## src/rtl/gf16_sqscmul_pipe.sv

```systemverilog
// ---------------------------------------------------------------------------
// gf16_sqscmul_pipe
//
// Multi-lane, first-order two-share masked GF(2^4) square-scale-multiply
// unit (the Canright inverter term). Per 4-bit lane it produces output
// shares y0/y1 with
//   y0 ^ y1 = NU*(a^b)^2 ^ a*b,   a = a0^a1,  b = b0^b1
// Field: polynomial basis, modulus x^4 + x + 1.
//
// Pipeline: four domain terms (s00, s01, s10, s11) are registered
// separately in stage 1, then compressed pairwise into y0/y1, followed by
// PIPE optional register stages. The whole pipeline stalls as one unit
// when the output beat is not accepted; there is no skid buffer.
//
// Parameters:
//   LANES  number of independent 4-bit lanes
//   PIPE   extra register stages after compression (0..3)
//   NU     GF(2^4) scaling constant
//
// Ports:
//   CLK        clock, rising edge
//   RST        synchronous active-high reset, priority over stall/advance
//   in_valid   input beat valid
//   in_ready   unit can accept a beat (depends on out_valid/out_ready only)
//   a0, a1     shares of operand a, lane k in bits [4k+3:4k]
//   b0, b1     shares of operand b
//   r          fresh mask, one nibble per lane, sampled on accepted beats
//   out_valid  output beat valid, held until accepted
//   out_ready  downstream accepts the output beat
//   y0, y1     output shares
// ---------------------------------------------------------------------------
module gf16_sqscmul_pipe #(
  parameter int         LANES = 1,
  parameter int         PIPE  = 0,
  parameter logic [3:0] NU    = 4'h9
) (
  input  logic               CLK,
  input  logic               RST,
  input  logic               in_valid,
  output logic               in_ready,
  input  logic [4*LANES-1:0] a0,
  input  logic [4*LANES-1:0] a1,
  input  logic [4*LANES-1:0] b0,
  input  logic [4*LANES-1:0] b1,
  input  logic [4*LANES-1:0] r,
  output logic               out_valid,
  input  logic               out_ready,
  output logic [4*LANES-1:0] y0,
  output logic [4*LANES-1:0] y1
);

  localparam int W = 4 * LANES;

  // Full GF(2^4) multiply: shift-and-add, reducing by x^4 = x + 1 each
  // time the running multiple of x is doubled.
  function automatic logic [3:0] gf_mul(input logic [3:0] x, input logic [3:0] y);
    logic [3:0] acc;
    logic [3:0] sh;
    acc = '0;
    sh  = x;
    for (int i = 0; i < 4; i++) begin
      if (y[i]) acc = acc ^ sh;
      sh = {sh[2:0], 1'b0} ^ (sh[3] ? 4'h3 : 4'h0);
    end
    return acc;
  endfunction

  // NU * v^2; GF(2)-linear, so it may be applied to each share domain.
  function automatic logic [3:0] gf_sqsc(input logic [3:0] v);
    return gf_mul(NU, gf_mul(v, v));
  endfunction

  // -------------------------------------------------------------------------
  // Handshake: a stalled output freezes every stage.
  // -------------------------------------------------------------------------
  logic w_stall;

  assign w_stall  = out_valid & ~out_ready;
  assign in_ready = ~w_stall;

  // -------------------------------------------------------------------------
  // Domain terms. Each term only mixes shares that may legally meet; the
  // cross-domain products are blinded by r before they are ever combined.
  // -------------------------------------------------------------------------
  logic [W-1:0] w_s00;
  logic [W-1:0] w_s01;
  logic [W-1:0] w_s10;
  logic [W-1:0] w_s11;

  for (genvar k = 0; k < LANES; k++) begin : g_lane
    logic [3:0] w_a0;
    logic [3:0] w_a1;
    logic [3:0] w_b0;
    logic [3:0] w_b1;
    logic [3:0] w_r;

    assign w_a0 = a0[4*k +: 4];
    assign w_a1 = a1[4*k +: 4];
    assign w_b0 = b0[4*k +: 4];
    assign w_b1 = b1[4*k +: 4];
    assign w_r  = r[4*k +: 4];

    assign w_s00[4*k +: 4] = gf_sqsc(w_a0 ^ w_b0) ^ gf_mul(w_a0, w_b0);
    assign w_s01[4*k +: 4] = gf_mul(w_a0, w_b1) ^ w_r;
    assign w_s10[4*k +: 4] = gf_mul(w_a1, w_b0) ^ w_r;
    assign w_s11[4*k +: 4] = gf_sqsc(w_a1 ^ w_b1) ^ gf_mul(w_a1, w_b1);
  end

  // -------------------------------------------------------------------------
  // Stage 1: glitch barrier. The four terms sit in separate registers so no
  // combinational path XORs cross-domain values before they settle.
  // -------------------------------------------------------------------------
  logic         r_v1;
  logic [W-1:0] r_s00;
  logic [W-1:0] r_s01;
  logic [W-1:0] r_s10;
  logic [W-1:0] r_s11;

  // NOTE: sequential state uses non-blocking assignments so every register
  // samples pre-edge values and the stage order cannot race.
  always_ff @(posedge CLK) begin
    if (RST) begin
      // NOTE: share registers are cleared too, not just valid bits, so no
      // residue of a flushed beat survives reset.
      r_v1  <= 1'b0;
      r_s00 <= '0;
      r_s01 <= '0;
      r_s10 <= '0;
      r_s11 <= '0;
    end else if (!w_stall) begin
      // Data loads even on a bubble, so the stage only ever holds the
      // current beat's terms.
      r_v1  <= in_valid;
      r_s00 <= w_s00;
      r_s01 <= w_s01;
      r_s10 <= w_s10;
      r_s11 <= w_s11;
    end
  end

  // Compression: each output share combines only its own domain pair.
  logic [W-1:0] w_y0;
  logic [W-1:0] w_y1;

  assign w_y0 = r_s00 ^ r_s01;
  assign w_y1 = r_s10 ^ r_s11;

  // -------------------------------------------------------------------------
  // Optional output pipeline. Shares remain in separate registers.
  // -------------------------------------------------------------------------
  if (PIPE == 0) begin : g_nopipe
    assign out_valid = r_v1;
    assign y0        = w_y0;
    assign y1        = w_y1;
  end else begin : g_pipe
    logic [W-1:0]    r_y0 [PIPE];
    logic [W-1:0]    r_y1 [PIPE];
    logic [PIPE-1:0] r_v;

    always_ff @(posedge CLK) begin
      if (RST) begin
        r_v <= '0;
        for (int i = 0; i < PIPE; i++) begin
          r_y0[i] <= '0;
          r_y1[i] <= '0;
        end
      end else if (!w_stall) begin
        r_v[0]  <= r_v1;
        r_y0[0] <= w_y0;
        r_y1[0] <= w_y1;
        for (int i = 1; i < PIPE; i++) begin
          r_v[i]  <= r_v[i-1];
          r_y0[i] <= r_y0[i-1];
          r_y1[i] <= r_y1[i-1];
        end
      end
    end

    assign out_valid = r_v[PIPE-1];
    assign y0        = r_y0[PIPE-1];
    assign y1        = r_y1[PIPE-1];
  end

endmodule

```

## config.mk

```make
export PLATFORM = sky130hd
export DESIGN_NAME = gf16_sqscmul_pipe
export DESIGN_NICKNAME = d
export VERILOG_FILES = /design/src/rtl/gf16_sqscmul_pipe.sv
export SDC_FILE = /design/constraint.sdc
export NUM_CORES = 1
export LEC_CHECK = 0
export CORE_MARGIN = 4
export CORE_UTILIZATION = 48
export DETAILED_ROUTE_END_ITERATION = 16
export PLACE_DENSITY = 0.83
export SLEW_MARGIN = 40
export SYNTH_ARGS = -nofsm -noshare
export SYNTH_HDL_FRONTEND = slang
export SYNTH_SLANG_ARGS = --single-unit
export TNS_END_PERCENT = 30
```

## constraint.sdc

```tcl
create_clock -name CLK -period 1.5 [get_ports CLK]
set_input_delay 0.225 -clock CLK [delete_from_list [all_inputs] [get_ports CLK]]
set_output_delay 0.225 -clock CLK [all_outputs]
set_load 0.03 [all_outputs]
```

==> flow_metrics.py <==
metrics = {
    "grt": {
        "grt_remaining_overflow": 0,
        "grt_pass1_wl_mm": 7.89,
        "antenna_found_initial": 0,
        "grt_pass1_vias": 1754,
        "grtUsageTotal": 0.196,
        "met2_usage": 0.353,
        "top_usage_layer": "met2",
        "grtUsageMet1": 0.245,
        "grt_max_degree": 18,
        "grt_use_met3": 0.0304,
    },
    "pwr": {
        "p_clk_frac": 0.171,
        "leakage_nw": 1.16,
        "pwr-share-comb": 0.532,
        "p_per_area_nw_per_um2": 733,
        "seq_power_share": 0.297,
        "total_power_mw": 1.92,
        "switching_share": 0.378,
        "p_sw_uw": 725,
        "power.internal_mw": 1.19,
        "peakVddDrop_mv": 0.405,
    },
    "setup_path": {
        "r2r-start": "out_valid",
        "startpoint_type": "flop",
        "arrival_ns": 1.22,
        "max_stage_delay_ns": 0.66,
        "crit_family": "buffers and inverters",
        "crit_fanout": 2,
        "r2r_end": "r_s01[1]",
        "crit_path_cell_trace": "clkdlybuf4s50_1",
        "critPathBufInv": 1,
        "end_kind": "primary output",
        "required_ns": 1.27,
        "cp_slowest_cell": "clkdlybuf4s50_1",
        "r2r_slack_ns": 0.32,
        "rr_worst_depth": 5,
        "worstSetupPathType": "flop to primary output",
    },
    "sta": {
        "slew-limit-headroom": 0.755,
        "finalSetupTns_ns": 0,
        "fin_crit_ns": 1.44,
        "setup_viol": 0,
        "hold_viol_final": 0,
        "maxSlewViolCount": 0,
        "tightest_slew_ns": 0.368,
        "rsz0062_at_grt": "true",
        "hold_ws_ns": 0.467,
        "period_share": 0.962,
        "fmax_ghz": 0.693,
        "fin_skew_ns": 0.00177,
    },
    "floorplanning": {
        "start_util": 0.499,
        "pin_count": 34,
        "core_um2": 3660,
        "die_w_um": 69.7,
        "die-area_um2": 4860,
        "rows": 22,
        "die_y_um": 69.7,
    },
    "final_layout": {
        "finalNetCount": 337,
        "drive_gt1_frac": 0.235,
        "final_cell_mix": "45 x buf_4, 41 x nand2_1, 35 x xnor2_1, 18 x xor2_1, 17 x dfxtp_1",
        "syn2layout_area_growth_pct": 43.1,
        "mostFrequentLayoutCell": "buf_4",
        "utilization": 0.715,
        "num_antenna_cells": 0,
        "fin_area_um2": 2620,
    },
    "yosys": {
        "ys_dominant_reg_cell": "dfxtp_1",
        "netlist.area_leader.share": 0.187,
        "synth.avg_cell_area_um2": 7.46,
        "syn_inst": 245,
        "synth_cell_types": 41,
        "synthArstFlopShare": 0,
        "syn-num-nets": 271,
        "ys_seq_elements": 17,
        "synth_top_area_cell": "xnor2_1",
        "ys_warn_count": 0,
        "syn_area_um2": 1830,
        "synth_area_leaders": "xnor2_1 19%, dfxtp_1 19%, xor2_1 9.6%",
        "ys_seq_area_frac": 0.186,
        "synth_edf_count": 0,
    },
    "clock_network": {
        "cts_max_path_buffers": 2,
        "clock-sinks": 17,
        "htree_levels": 1,
        "clk_latency_ns": 0.24,
        "numCtsBuffers": 3,
        "clk_pin_slew_ns": 0.06,
        "tritoncts": "done",
        "cts-root-buf": "clkbuf_8",
        "ctsHoldBuffers": 0,
    },
    "placed_design": {
        "gp_congestion": 0.963,
        "dp_hpwl_mm": 3.63,
        "numPortBuffers": 33,
        "placed_cell_area_um2": 2460,
    },
    "route": {
        "avgViaCountPerCell": 5.30,
        "dr.first_iter.drc_count": 108,
        "vias": 1897,
        "wl_per_cell_um": 13.6,
        "wirelength_mm": 4.88,
        "final_antenna_net_count": 0,
        "drc": 0,
        "drt_pass1_iterations": 4,
    },
    "worst_hold_path": {
        "hold_end": "r_s00[0]",
        "hold_depth": 2,
        "worstHoldPathType": "flop to flop",
        "worst_hold_startpoint": "r_s00[0]",
    },
    "status": {
        "outcome": "finished clean",
    },
    "run": {
        "maxCapViolations": 0,
    },
}
cell usage after synthesis (4+ instances only):
library cell,n
a21oi_1,10
nor2b_1,4
xnor2_1,39
nand2b_1,10
xor2_1,20
inv_1,5
mux2i_1,4
nor2_1,10
buf_2,9
dfxtp_1,17
nand2_1,41
clkbuf_1,8
nor3_1,6
nand3b_1,10
o21ai_0,15
metrics by stage:
step / instances / setup WS, ns
final: 358 / 0.0568
after global placement: 352 / -0.459
after detailed placement: 352 / -0.526
after floorplan: 245 / -0.000259
after CTS: 356 / -0.118
after global routing: 358 / -0.0391
state kept, by name, indices dropped and copies added, names as in the netlist:
name and cells:
r_s01 4, r_s10 4, r_s00 4, r_s11 4, out_valid 1
how the worst max path moves through the flow:
stage	startpoint	endpoint	slack, ns	depth (start not counted)
after floorplan	b1[3]	r_s01[1]	-0.0003	6
after global placement	a1[1]	r_s10[1]	-0.46	6
after detailed placement	a1[1]	r_s10[1]	-0.53	6
after CTS	a1[2]	r_s10[1]	-0.12	6
after global routing	a1[0]	r_s11[0]	-0.04	7
final	out_valid	out_valid	0.06	1
power groups by stage:
stage	Combinational (mW)	Sequential [mW]	Clock [mW]
floorplan	0.645	0.573	0
CTS	0.988	0.569	0.336
global placement	1.01	0.576	0
finish	1.02	0.570	0.327
global route	1.11	0.577	0.356
detailed placement	1.03	0.578	0
cells by family after synthesis:
kind of cell,share of synthesized area
fa+ha+maj,0.0137
mux,0.0281
simple gates,0.253
buf+inv,0.0678
compound gates,0.168
xor+xnor,0.283
flops,0.186
metal layers:
| layer | vias up | wire [um] | share of wire |
|---|---|---|---|
| li1 | 943 | - | - |
| met1 | 881 | 2170 | 0.44 |
| met2 | 65 | 2370 | 0.49 |
| met3 | 8 | 285 | 0.058 |
| met4 | 0 | 50 | 0.010 |
| met5 | - | 0 | 0 |
layout make-up:
| type | instances | area [um^2] |
|---|---|---|
| Timing Repair Buffer | 81 | 686 |
| Sequential cell | 17 | 340 |
| Multi-Input combinational cell | 203 | 1470 |
| Clock buffer | 4 | 45.0 |
| Fill cell | 298 | 1040 |
| Tap cell | 48 | 60.1 |
| Inverter | 5 | 18.8 |
timing repair:
action / 4_1_cts / 5_1_grt
pin swaps: 5 / 9
gates resized for setup: 26 / 25
setup buffers: 0 / 2
endpoints found under the setup margin: 23 / 15
endpoints found under the hold margin: 0 / 0
Power figures use the tool's default switching activity.
